**config.mk**
```make
export PLATFORM = sky130hd
export DESIGN_NAME = axi4_protocol_monitor
export DESIGN_NICKNAME = d
export VERILOG_FILES = /design/src/rtl/axi4_mon_pkg.sv /design/src/rtl/axi4_burst_tracker.sv /design/src/rtl/axi4_protocol_monitor.sv
export SDC_FILE = /design/constraint.sdc
export NUM_CORES = 1
export LEC_CHECK = 0
export ABC_AREA = 1
export BUFFER_PORTS_ARGS = -buffer_cell sky130_fd_sc_hd__buf_2
export CORE_MARGIN = 4
export CORE_UTILIZATION = 60
export CTS_BUF_LIST = sky130_fd_sc_hd__clkbuf_4
export CTS_CLUSTER_SIZE = 25
export DETAILED_ROUTE_END_ITERATION = 8
export PLACE_DENSITY = 0.82
export SETUP_SLACK_MARGIN = 0.05
export SLEW_MARGIN = 10
export SYNTH_ARGS = -nofsm -noshare
export SYNTH_HDL_FRONTEND = slang
export SYNTH_SLANG_ARGS = --single-unit
```
**constraint.sdc**
```tcl
create_clock -name ACLK -period 5.15 [get_ports ACLK]
set_input_delay 1.03 -clock ACLK [delete_from_list [all_inputs] [get_ports ACLK]]
set_output_delay 1.03 -clock ACLK [all_outputs]
set_load 0.02 [all_outputs]
```
**src/rtl/axi4_mon_pkg.sv**
```systemverilog
// Shared definitions for the passive AXI4 slave-side protocol monitor.
// err_e values are bit positions inside err_status.
package axi4_mon_pkg;

  localparam int ERR_W  = 16;
  localparam int NUM_CH = 5;

  typedef enum logic [3:0] {
    ERR_AW_STABLE     = 4'd0,
    ERR_W_STABLE      = 4'd1,
    ERR_AR_STABLE     = 4'd2,
    ERR_R_STABLE      = 4'd3,
    ERR_B_STABLE      = 4'd4,
    ERR_AW_ALIGN      = 4'd5,
    ERR_AR_ALIGN      = 4'd6,
    ERR_W_LAST        = 4'd7,
    ERR_R_LAST        = 4'd8,
    ERR_W_NO_AW       = 4'd9,
    ERR_R_NO_AR       = 4'd10,
    ERR_B_EARLY       = 4'd11,
    ERR_TIMEOUT       = 4'd12,
    ERR_OVERFLOW      = 4'd13,
    ERR_BRESP_ILLEGAL = 4'd14,
    ERR_RRESP_ILLEGAL = 4'd15
  } err_e;

  localparam logic [1:0] RESP_OKAY   = 2'b00;
  localparam logic [1:0] RESP_SLVERR = 2'b10;

  // This slave never returns EXOKAY or DECERR, so any odd response code is illegal.
  function automatic logic resp_illegal(input logic [1:0] resp);
    return resp[0];
  endfunction

endpackage

```
**src/rtl/axi4_burst_tracker.sv**
```systemverilog
// Outstanding-burst tracker: FIFO of burst lengths plus a beat counter for the head burst.
// Used once for the write side (AW/W) and once for the read side (AR/R).
module axi4_burst_tracker #(
  parameter int DEPTH = 4
) (
  input  logic       clk,
  input  logic       rst_n,
  input  logic       push,
  input  logic [7:0] push_len,
  input  logic       beat,
  input  logic       last,
  input  logic       probe,
  output logic       full,
  output logic       pop,
  output logic       last_err,
  output logic       no_cmd
);

  localparam int PW = $clog2(DEPTH);

  logic [7:0]    len_q [DEPTH];
  logic [PW-1:0] wr_ptr;
  logic [PW-1:0] rd_ptr;
  logic [PW:0]   count;
  logic [7:0]    beat_cnt;
  logic [7:0]    head_len;
  logic          empty;
  logic          bypass;
  logic          have_cmd;
  logic          at_end;
  logic          store;
  logic          deq;

  assign empty    = (count == '0);
  assign full     = (count == (PW+1)'(DEPTH));
  assign bypass   = empty && push;
  assign have_cmd = !empty || push;
  assign head_len = bypass ? push_len : len_q[rd_ptr];
  assign at_end   = (beat_cnt == head_len);

  // A beat that should have been last still pops, so one bad burst does not skew the next.
  assign pop      = beat && have_cmd && (last || at_end);
  assign last_err = beat && have_cmd && (last != at_end);
  assign no_cmd   = probe && !have_cmd;

  // A command bypassed and completed in the same cycle never enters storage.
  assign store = push && (!full || pop) && !(bypass && pop);
  assign deq   = pop && !empty;

  always_ff @(posedge clk) begin
    if (store) len_q[wr_ptr] <= push_len;
  end

  always_ff @(posedge clk) begin
    if (!rst_n) begin
      wr_ptr   <= '0;
      rd_ptr   <= '0;
      count    <= '0;
      beat_cnt <= '0;
    end else begin
      if (store) wr_ptr <= wr_ptr + PW'(1);
      if (deq)   rd_ptr <= rd_ptr + PW'(1);
      case ({store, deq})
        2'b10:   count <= count + (PW+1)'(1);
        2'b01:   count <= count - (PW+1)'(1);
        default: count <= count;
      endcase
      if (beat && have_cmd) beat_cnt <= pop ? 8'd0 : beat_cnt + 8'd1;
    end
  end

endmodule

```
**src/rtl/axi4_protocol_monitor.sv**
```systemverilog
// Passive AXI4 slave-side protocol monitor: sticky error bits, error interrupt and
// completion counters. Observes the bus only; drives nothing back onto it.
module axi4_protocol_monitor
  import axi4_mon_pkg::*;
#(
  parameter int DATA_WIDTH      = 32,
  parameter int ADDR_WIDTH      = 10,
  parameter int MAX_OUTSTANDING = 4,
  parameter int TIMEOUT_CYCLES  = 256,
  parameter int CNT_WIDTH       = 16
) (
  input  logic                    ACLK,
  input  logic                    ARESETn,
  input  logic [ADDR_WIDTH-1:0]   AWADDR,
  input  logic [7:0]              AWLEN,
  input  logic [2:0]              AWSIZE,
  input  logic                    AWVALID,
  input  logic                    AWREADY,
  input  logic [DATA_WIDTH-1:0]   WDATA,
  input  logic [DATA_WIDTH/8-1:0] WSTRB,
  input  logic                    WLAST,
  input  logic                    WVALID,
  input  logic                    WREADY,
  input  logic [1:0]              BRESP,
  input  logic                    BVALID,
  input  logic                    BREADY,
  input  logic [ADDR_WIDTH-1:0]   ARADDR,
  input  logic [7:0]              ARLEN,
  input  logic [2:0]              ARSIZE,
  input  logic                    ARVALID,
  input  logic                    ARREADY,
  input  logic [DATA_WIDTH-1:0]   RDATA,
  input  logic [1:0]              RRESP,
  input  logic                    RLAST,
  input  logic                    RVALID,
  input  logic                    RREADY,
  input  logic                    err_clr,
  output logic [ERR_W-1:0]        err_status,
  output logic                    err_irq,
  output logic [CNT_WIDTH-1:0]    wr_done_cnt,
  output logic [CNT_WIDTH-1:0]    rd_done_cnt
);

  localparam int W_PAYW = DATA_WIDTH + DATA_WIDTH/8 + 1;
  localparam int A_PAYW = ADDR_WIDTH + 11;
  localparam int PAYW   = (W_PAYW > A_PAYW) ? W_PAYW : A_PAYW;
  localparam int TW     = $clog2(TIMEOUT_CYCLES + 1);

  logic            aw_hs, w_hs, b_hs, ar_hs, r_hs;
  logic            wr_full, wr_pop, wr_last_err, wr_no_cmd;
  logic            rd_full, rd_pop, rd_last_err, rd_no_cmd;
  logic [7:0]      pend_b;
  logic [ERR_W-1:0] err_now;

  logic [PAYW-1:0]   ch_pay [NUM_CH];
  logic [NUM_CH-1:0] ch_valid;
  logic [NUM_CH-1:0] ch_ready;
  logic [NUM_CH-1:0] stable_err;
  logic [NUM_CH-1:0] timeout_hit;

  assign aw_hs = AWVALID && AWREADY;
  assign w_hs  = WVALID && WREADY;
  assign b_hs  = BVALID && BREADY;
  assign ar_hs = ARVALID && ARREADY;
  assign r_hs  = RVALID && RREADY;

  function automatic logic [ADDR_WIDTH-1:0] size_mask(input logic [2:0] size);
    return (ADDR_WIDTH'(1) << size) - ADDR_WIDTH'(1);
  endfunction

  // Channel order matches the *_STABLE bit order: AW, W, AR, R, B.
  always_comb begin
    ch_pay[0] = PAYW'({AWADDR, AWLEN, AWSIZE});
    ch_pay[1] = PAYW'({WDATA, WSTRB, WLAST});
    ch_pay[2] = PAYW'({ARADDR, ARLEN, ARSIZE});
    ch_pay[3] = PAYW'({RDATA, RRESP, RLAST});
    ch_pay[4] = PAYW'(BRESP);
  end

  assign ch_valid = {BVALID, RVALID, ARVALID, WVALID, AWVALID};
  assign ch_ready = {BREADY, RREADY, ARREADY, WREADY, AWREADY};

  for (genvar c = 0; c < NUM_CH; c++) begin : g_ch
    logic            prev_valid;
    logic            prev_ready;
    logic [PAYW-1:0] prev_pay;
    logic [TW-1:0]   stall_cnt;
    logic            stall;

    assign stall = ch_valid[c] && !ch_ready[c];

    always_ff @(posedge ACLK) begin
      if (!ARESETn) begin
        prev_valid <= 1'b0;
        prev_ready <= 1'b0;
        prev_pay   <= '0;
        stall_cnt  <= '0;
      end else begin
        prev_valid <= ch_valid[c];
        prev_ready <= ch_ready[c];
        prev_pay   <= ch_pay[c];
        if (!stall)
          stall_cnt <= '0;
        else if (stall_cnt != TW'(TIMEOUT_CYCLES))
          stall_cnt <= stall_cnt + TW'(1);
      end
    end

    assign stable_err[c]  = prev_valid && !prev_ready &&
                            (!ch_valid[c] || (ch_pay[c] != prev_pay));
    assign timeout_hit[c] = stall && (stall_cnt >= TW'(TIMEOUT_CYCLES - 1));
  end

  axi4_burst_tracker #(.DEPTH(MAX_OUTSTANDING)) u_wr_trk (
    .clk      (ACLK),
    .rst_n    (ARESETn),
    .push     (aw_hs),
    .push_len (AWLEN),
    .beat     (w_hs),
    .last     (WLAST),
    .probe    (w_hs),
    .full     (wr_full),
    .pop      (wr_pop),
    .last_err (wr_last_err),
    .no_cmd   (wr_no_cmd)
  );

  axi4_burst_tracker #(.DEPTH(MAX_OUTSTANDING)) u_rd_trk (
    .clk      (ACLK),
    .rst_n    (ARESETn),
    .push     (ar_hs),
    .push_len (ARLEN),
    .beat     (r_hs),
    .last     (RLAST),
    .probe    (RVALID),
    .full     (rd_full),
    .pop      (rd_pop),
    .last_err (rd_last_err),
    .no_cmd   (rd_no_cmd)
  );

  always_comb begin
    err_now                    = '0;
    err_now[NUM_CH-1:0]        = stable_err;
    err_now[ERR_AW_ALIGN]      = aw_hs && ((AWADDR & size_mask(AWSIZE)) != '0);
    err_now[ERR_AR_ALIGN]      = ar_hs && ((ARADDR & size_mask(ARSIZE)) != '0);
    err_now[ERR_W_LAST]        = wr_last_err;
    err_now[ERR_R_LAST]        = rd_last_err;
    err_now[ERR_W_NO_AW]       = wr_no_cmd;
    err_now[ERR_R_NO_AR]       = rd_no_cmd;
    err_now[ERR_B_EARLY]       = BVALID && (pend_b == 8'd0);
    err_now[ERR_TIMEOUT]       = |timeout_hit;
    err_now[ERR_OVERFLOW]      = (aw_hs && wr_full && !wr_pop) || (ar_hs && rd_full && !rd_pop);
    err_now[ERR_BRESP_ILLEGAL] = BVALID && resp_illegal(BRESP);
    err_now[ERR_RRESP_ILLEGAL] = RVALID && resp_illegal(RRESP);
  end

  always_ff @(posedge ACLK) begin
    if (!ARESETn) begin
      err_status  <= '0;
      err_irq     <= 1'b0;
      wr_done_cnt <= '0;
      rd_done_cnt <= '0;
      pend_b      <= '0;
    end else begin
      err_status <= (err_clr ? '0 : err_status) | err_now;
      err_irq    <= |err_status;
      if (b_hs)          wr_done_cnt <= wr_done_cnt + CNT_WIDTH'(1);
      if (r_hs && RLAST) rd_done_cnt <= rd_done_cnt + CNT_WIDTH'(1);
      case ({w_hs && WLAST, b_hs})
        2'b10:   if (pend_b != '1)   pend_b <= pend_b + 8'd1;
        2'b01:   if (pend_b != 8'd0) pend_b <= pend_b - 8'd1;
        default: pend_b <= pend_b;
      endcase
    end
  end

endmodule

```
Word-level counts from Yosys, hierarchy flattened
Memory sizes are Yosys's and may differ from the RTL's. A register that Yosys moved wholly into a read port is not among the register bits.
Cells that the tools add are included.
Widths: inputs -> output; s select.
Operators by class
  shifts and indexed selects: 2
  bitwise operators: 3
  $add $sub $neg: 21
  equal/unequal tests: 25
  reduce and logical (&&, ||, !) cells: 108
  muxes and demuxes: 18
  magnitude comparators: 5
Operators with widths (number)
  $ne 21x37->1: 2
  $logic_and 1x1->1: 54
  $mux 8: 6
  $add 9x1->9 const B: 5
  $ge 9x8->1 const B: 5
  $ne 9x9->1 const B: 5
  $ne 2x37->1: 1
  $ne 35x37->1: 1
  $ne 37x37->1: 1
  $add 16x1->16 const B: 2
  $logic_not 1->1: 25
  $add 8x1->8 const B: 3
  $and 10x10->10: 2
  $reduce_bool 10->1: 2
  $shl 1x3->10 const A: 2
  $sub 10x2->10 const B: 2
  $eq 8x8->1: 2
  $mux 16: 1
  $or 16x16->16: 1
  $pmux 8 s2: 1
  $reduce_or 16->1: 1
  $logic_or 1x1->1: 12
  $pmux 3 s2: 2
  $reduce_and 2->1: 5
  other kinds (18): 39
Storage, ports and cells
  logic and storage cells: 221
  memory bits (writable): 64
  output and inout bits: 49
  memories: 2
  input port bits: 129
  flip-flop bits (word level): 327
Memories
  u_rd_trk.len_q: depth 4, bits a word 8, read ports 1, clocked after memory_dff 1, wr ports 1, line axi4_burst_tracker.sv:21  | logic [7:0] len_q [DEPTH];
  u_wr_trk.len_q: depth 4, bits a word 8, read ports 1, clocked after memory_dff 1, wr ports 1, line axi4_burst_tracker.sv:21

Logic depth before layout (Yosys ltp)
  depth after elaboration: 11
  mapped depth: 25
  gate-level depth less buffers: 23

Modules after synthesis
A second synthesis with hierarchy kept.
Second synthesis, totals
  cells, all modules: 2135
  area total of the unflattened synthesis: 15556.2 um^2
Modules (own cells, without submodules)
  axi4_protocol_monitor: area an instance 10615.2 um^2, times used 1, cells each 1569
  axi4_burst_tracker (u_rd_trk): area an instance 2471.1 um^2, times used 1, cells each 283
  axi4_burst_tracker (u_wr_trk): area an instance 2469.9 um^2, times used 1, cells each 283

Worst setup path before layout
OpenSTA, ideal clock, no wires.
  path kind: input-to-reg
  start point: input port ARVALID
  end point: register u_rd_trk.count[2]
  required time: 5.028 ns
  setup time: 0.122 ns
  stages on the path: 22
  path buffers: 1
  slack: 1.644 ns
  arrival time: 3.384 ns
  cells stage by stage: nand2_2 > inv_2 > nand3_2 > buf_6 > or2_0 > nand2_1 > nand2_1 > nand2_1 > nand2_1 > nor2_1 > nand2_1 > ha_1 > inv_1 > a31oi_1 > nand2_4 > ha_1 > inv_1 > fa_1 > a21oi_1 > o21ai_0 > o21ai_0 > a21oi_1
On the way
  longest elaborated chain between the ends: 11
  elaborated cells between the ends (all ways): 18
  those cells by class: eq/ne (3); mux (2); reduce/logical (13)
RTL lines
  start: declaration: line axi4_protocol_monitor.sv:30  | input logic ARVALID,
  $logic_and 1x1->1 (*): line axi4_protocol_monitor.sv:64  | assign ar_hs = ARVALID && ARREADY;
  $logic_and 1x1->1: line axi4_burst_tracker.sv:36  | assign bypass = empty && push;
  $mux 8: line axi4_burst_tracker.sv:38  | assign head_len = bypass ? push_len : len_q[rd_ptr];
  $eq 8x8->1: line axi4_burst_tracker.sv:39  | assign at_end = (beat_cnt == head_len);
  $logic_or 1x1->1: line axi4_burst_tracker.sv:42  | assign pop = beat && have_cmd && (last || at_end);
  $logic_and 1x1->1: line axi4_burst_tracker.sv:42
  $logic_or 1x1->1 / $logic_and 1x1->1 (equally long branches): line axi4_burst_tracker.sv:47  | assign store = push && (!full || pop) && !(bypass && pop);
  $logic_and 1x1->1 / $logic_not 1->1 (equally long branches): line axi4_burst_tracker.sv:47
  $logic_and 1x1->1: line axi4_burst_tracker.sv:47
  $eq 2x1->1 / $eq 2x2->1 (equally long branches): line axi4_burst_tracker.sv:63  | case ({store, deq})
  $pmux 3 s2 / $reduce_bool 2->1 (equally long branches)
  end signal: assignment: line axi4_burst_tracker.sv:64  | 2'b10: count <= count + (PW+1)'(1);
  end signal: assignment: line axi4_burst_tracker.sv:65  | 2'b01: count <= count - (PW+1)'(1);
  end signal: assignment: line axi4_burst_tracker.sv:66  | default: count <= count;
  end: declaration: line axi4_burst_tracker.sv:24  | logic [PW:0] count;
Mark *: on every way between the ends. The rest lies on a longest branch, timed or not.
A chain may end at the register's enable or synchronous reset.

==> results.md <==
- The required time of the worst setup path is 5700 ps.
- Row generation in the floorplan step produced 58 rows.
- The ratio of routed vias to standard cells is 5.016.
- The count of final setup violators is 0.
- The launching element type of the critical path is a flip-flop.
- In the final layout, the multi-input gates occupy about 6600 µm².
- Before antenna repair, the detailed router went through 5 iterations.
- After synthesis, the share of flip-flops with an asynchronous set or reset is 0%.
- The proportion of power drawn by combinational gates is under 10%.
- The combined area of all synthesized cells is between 15,000 and 20,000 µm².
- The arrival time of the worst setup path is around 4200 ps.
- Once the floorplan was initialized, standard cells occupied roughly three fifths of the core.
- Sequential cells account for between 40 and 50% of the total power.
- The number of enable-type register cells in the synthesized netlist is 64.
- The sequential cell area is 7167 µm².
- The endpoint type of the worst setup path is a flip-flop.
- The relative slew slack is 18.77%.
- The total vias in the final route is 14,070.
- The total power per unit cell area is approximately 310 nW/µm².
- The tool flagged a number of max-cap violations equal to 0.
- For the worst-skew pair, the clock arrives at the later sink with an insertion delay of about 710 ps.
- In this run, synthesis produced a sequential element count of roughly 330.
- The overall overflow remaining after global route is 0.
- For this run, the leading register cell type out of synthesis is dfxtp_1.
- The signal on the critical path passes through inv_2 -> nand2_1 -> nand3_1 -> nand2_1 -> nand2_1 -> nand2_1 -> nand2_1 -> nand2_1 -> nand2_1 -> nor2_1 -> nand2_1 -> ha_1 -> inv_1 -> a31oi_1 -> nand2_4 -> ha_1 -> inv_1 -> fa_1 -> a21oi_1 -> o21ai_0 -> o21ai_0 -> a21oi_1.
- TritonCTS built the clock tree.
- The HPWL after detailed placement is 27,430 µm.
- The clock-pin slew reported for the worst setup and hold paths after clock tree synthesis is 80 ps.
- The violation count after the first detailed-route iteration is between 1,000 and 1,500.
- Counting both buffers and inverters, the worst setup path holds a total of 3.
- The critical path's most frequent cell is nand2_1.
- Setup slack on the critical path of the routed design comes to 1489 ps.
- At the pin with the least slew margin, the transition time is 1214 ps.
- The maximum VDD drop is roughly 0.21 mV.
- The standby leakage power is roughly 9.2 nW.
- On the final layout, the worst clock skew is 40.74 ps.
- After detailed routing, the number of remaining DRC violations is 0.
- The flow ran to the end, and the final reports show no timing, DRC or antenna violations.
- The area enclosed by the die boundary is between 20,000 and 30,000 µm².
- The tree built by TritonCTS fans out to between 300 and 400 sinks.
- Fill cells in the final layout number between 2,000 and 2,500.
- The number of pins with negative max-slew slack in the final report was 0.
- The final critical path time including I/O delays and setup is roughly 3700 ps.
- From synthesis to final layout, the design area changed by 14.75%.
- The total clock buffers created by CTS is 84.
- The maximum clock insertion buffer count is 3.
- Derived from the worst setup path, the maximum achievable clock frequency is ~270 MHz.
- The combined global-route utilization of all metal layers is between 20% and 30%.
- Dividing the detail-routed wire length by the instance count gives roughly 13 µm.
- The final critical path takes up approximately 70% of the cycle.
- The proportion of power drawn by the clock network is approximately two fifths.
- The final hold violation count came to 0.
- The number of gates resized after CTS is 0.
- The path type of the worst min-delay path is reg2reg.
- The fraction of power spent switching nets is 25.79%.
- The start-to-end type of the worst setup path is reg2reg.
- In this run the remaining antenna-violating nets after routing total 0.
- The initial antenna violation count is 5.
- Power comes to ~5.6 mW.
- The first-pass GRT wire length is slightly above 60,000 µm.
- The die is around 170 µm wide.
- The slowest stage of the critical path belongs to the cell dfxtp_1.
- Buffers placed on the I/O ports in this run total 177.
- The analysis attributes to net switching a power of around 1.4 mW.
- The critical path's top delay family is simple AND/OR/NAND/NOR gates.
- The pin count of the biggest net entering global routing is 58.
- After floorplanning, the core was sized to cover around 25,000 µm².
- In this run the worst path has a maximum fanout of 17.
- The setup total negative slack is 0 ps.
- 178 I/O pins were placed.
- The number of global-route vias before repair is roughly 14,000.
- The Yosys step of the flow raised 0 warnings.
- Setup repair after global routing left no endpoint under its margin.
- The number of cells produced by synthesis is 2,169.
- The die is approximately 170 µm tall.
- The post-CTS setup buffer count is 0.
- Synthesis instantiated 54 different standard cells from the library.
- The post-synthesis average cell area is about 7.2 µm².
- The cell at the root of the clock tree is clkbuf_4.
- The final layout contains about 2,600 nets.
- The worst slack at placement is 945.3 ps.
- The routed design has 37,050 µm of wire.
- The routability-driven placement congestion ratio is slightly below 0.9.
- Cell internal power was estimated by the tool at 4.133 mW.
- In the final layout, the share of cells above drive strength 1 is 15.43%.
- The number of hold buffers added after cts is 0.
- For this run, the slowest stage of the critical path takes 700 ps.
- The post-synth net total is around 2,300.
- The clock tree synthesis step divided the H-tree into 3 levels.
- The fraction of the yosys area taken by sequential cells is between 40% and 50%.
## placed cells by master (no fill, tap or decap), types with 4 or more instances in the layout
cell type  count
nand2_1      661
inv_1        408
dfxtp_1      262
nor2_1       201
buf_2        176
clkbuf_4     130
nand3_1      116
a21oi_1       93
o21ai_0       82
edfxtp_1      64
ha_1          37
nor3_1        35
inv_2         21
xnor2_1       20
nand4_1       19
xor2_1        14
clkinv_1      14
o21ai_1       12
nand2_2       10
or2_2          8
o22ai_1        8
nand2_4        7
nor4_1         6
diode_2        5
nor2_2         5
a31oi_1        5
buf_4          5
clkinv_2       4
a211oi_1       4
nor3b_1        4
nand3b_1       4
## worst paths after layout
path                            depth (start not counted)               start  slack [ps]           endpoint
worst min register to register                          2  g_ch[4].prev_valid         470      err_status[4]
worst min-delay path                                    2  g_ch[4].prev_valid         470      err_status[4]
worst max-delay path                                   22           flip-flop        1490  u_wr_trk.count[2]
worst max register to register                         22           flip-flop        1490  u_wr_trk.count[2]
## synth_stat cells, types with 5 or more instances
| library cell | n | share of area, % |
|---|---|---|
| nand2_1 | 661 | 16 |
| inv_1 | 408 | 9.8 |
| dfxtp_1 | 262 | 34 |
| nor2_1 | 201 | 4.8 |
| nand3_1 | 116 | 3.7 |
| a21oi_1 | 93 | 3.0 |
| o21ai_0 | 82 | 2.6 |
| edfxtp_1 | 64 | 12 |
| ha_1 | 37 | 3.0 |
| nor3_1 | 35 | 1.1 |
| buf_2 | 20 | 0.64 |
| xnor2_1 | 20 | 1.1 |
| nand4_1 | 19 | 0.76 |
| inv_2 | 18 | 0.43 |
| xor2_1 | 14 | 0.79 |
| o21ai_1 | 12 | 0.39 |
| nand2_2 | 10 | 0.40 |
| o22ai_1 | 8 | 0.32 |
| or2_2 | 8 | 0.32 |
| clkbuf_1 | 7 | 0.17 |
| nand2_4 | 7 | 0.51 |
| nor4_1 | 6 | 0.24 |
| a31oi_1 | 5 | 0.20 |
| nor2_2 | 5 | 0.20 |
## area by class of cell
cell class	count	share of cell area, %
Timing Repair Buffer	181	5.144
Sequential cell	326	40.14
Clock inverter	22	0.7779
Tap cell	330	2.313
Inverter	427	8.984
Antenna cell	5	0.07008
Clock buffer	130	5.466
Multi-Input combinational cell	1384	37.11
## logic make-up after synthesis
logic type,share of synthesized area [%]
buf+inv,11.36
flops,46.06
xor+xnor,1.914
simple gates,29.70
compound gates,7.599
fa+ha+maj,3.361
## tightest hold or removal path, delay by kind of cell (launching register included)
family	cells	cell delay [ps]
flip-flops	1	300
AO/OA/AOI/OAI	1	60
AND/OR/NAND/NOR	1	70
## routing by layer
| layer | vias to the layer above | wire length (µm) | track usage [%] |
|---|---|---|---|
| met1 | 6328 | 15620 | 32.10 |
| met4 | 2 | 1153 | 10.50 |
| li1 | 7214 | - | - |
| met2 | 419 | 17590 | 43.15 |
| met3 | 107 | 2680 | 6.329 |
| met5 | - | 7 | 0 |
## registers in the layout (all words and copies together), names as in the netlist, 16 cells and up, named ones only
name / flops
u_wr_trk.len_q: 32
rd_done_cnt: 16
wr_done_cnt: 16
g_ch.prev_pay: 116
g_ch.stall_cnt: 45
err_status: 16
u_rd_trk.len_q: 32
## metrics by stage
step	instances	instance area [µm²]	utilization, %	hold slack, ps
after global placement	2648	16730	66.05	456.3
after detailed placement	2648	16730	66.05	461.8
after CTS	2800	17840	70.45	471.3
after floorplan	2169	15560	-	443.1
after global routing	2804	17850	70.49	497.5
final	2805	17850	70.50	471.1
## power by group through the flow
stage	sequential (mW)	clock [mW]	combinational, mW
floorplan	2.79	0	0.347
global placement	2.79	0	0.519
detailed placement	2.80	0	0.540
CTS	2.74	2.33	0.544
global route	2.75	2.47	0.624
finish	2.74	2.28	0.545
(Power assumes the default switching activity.)
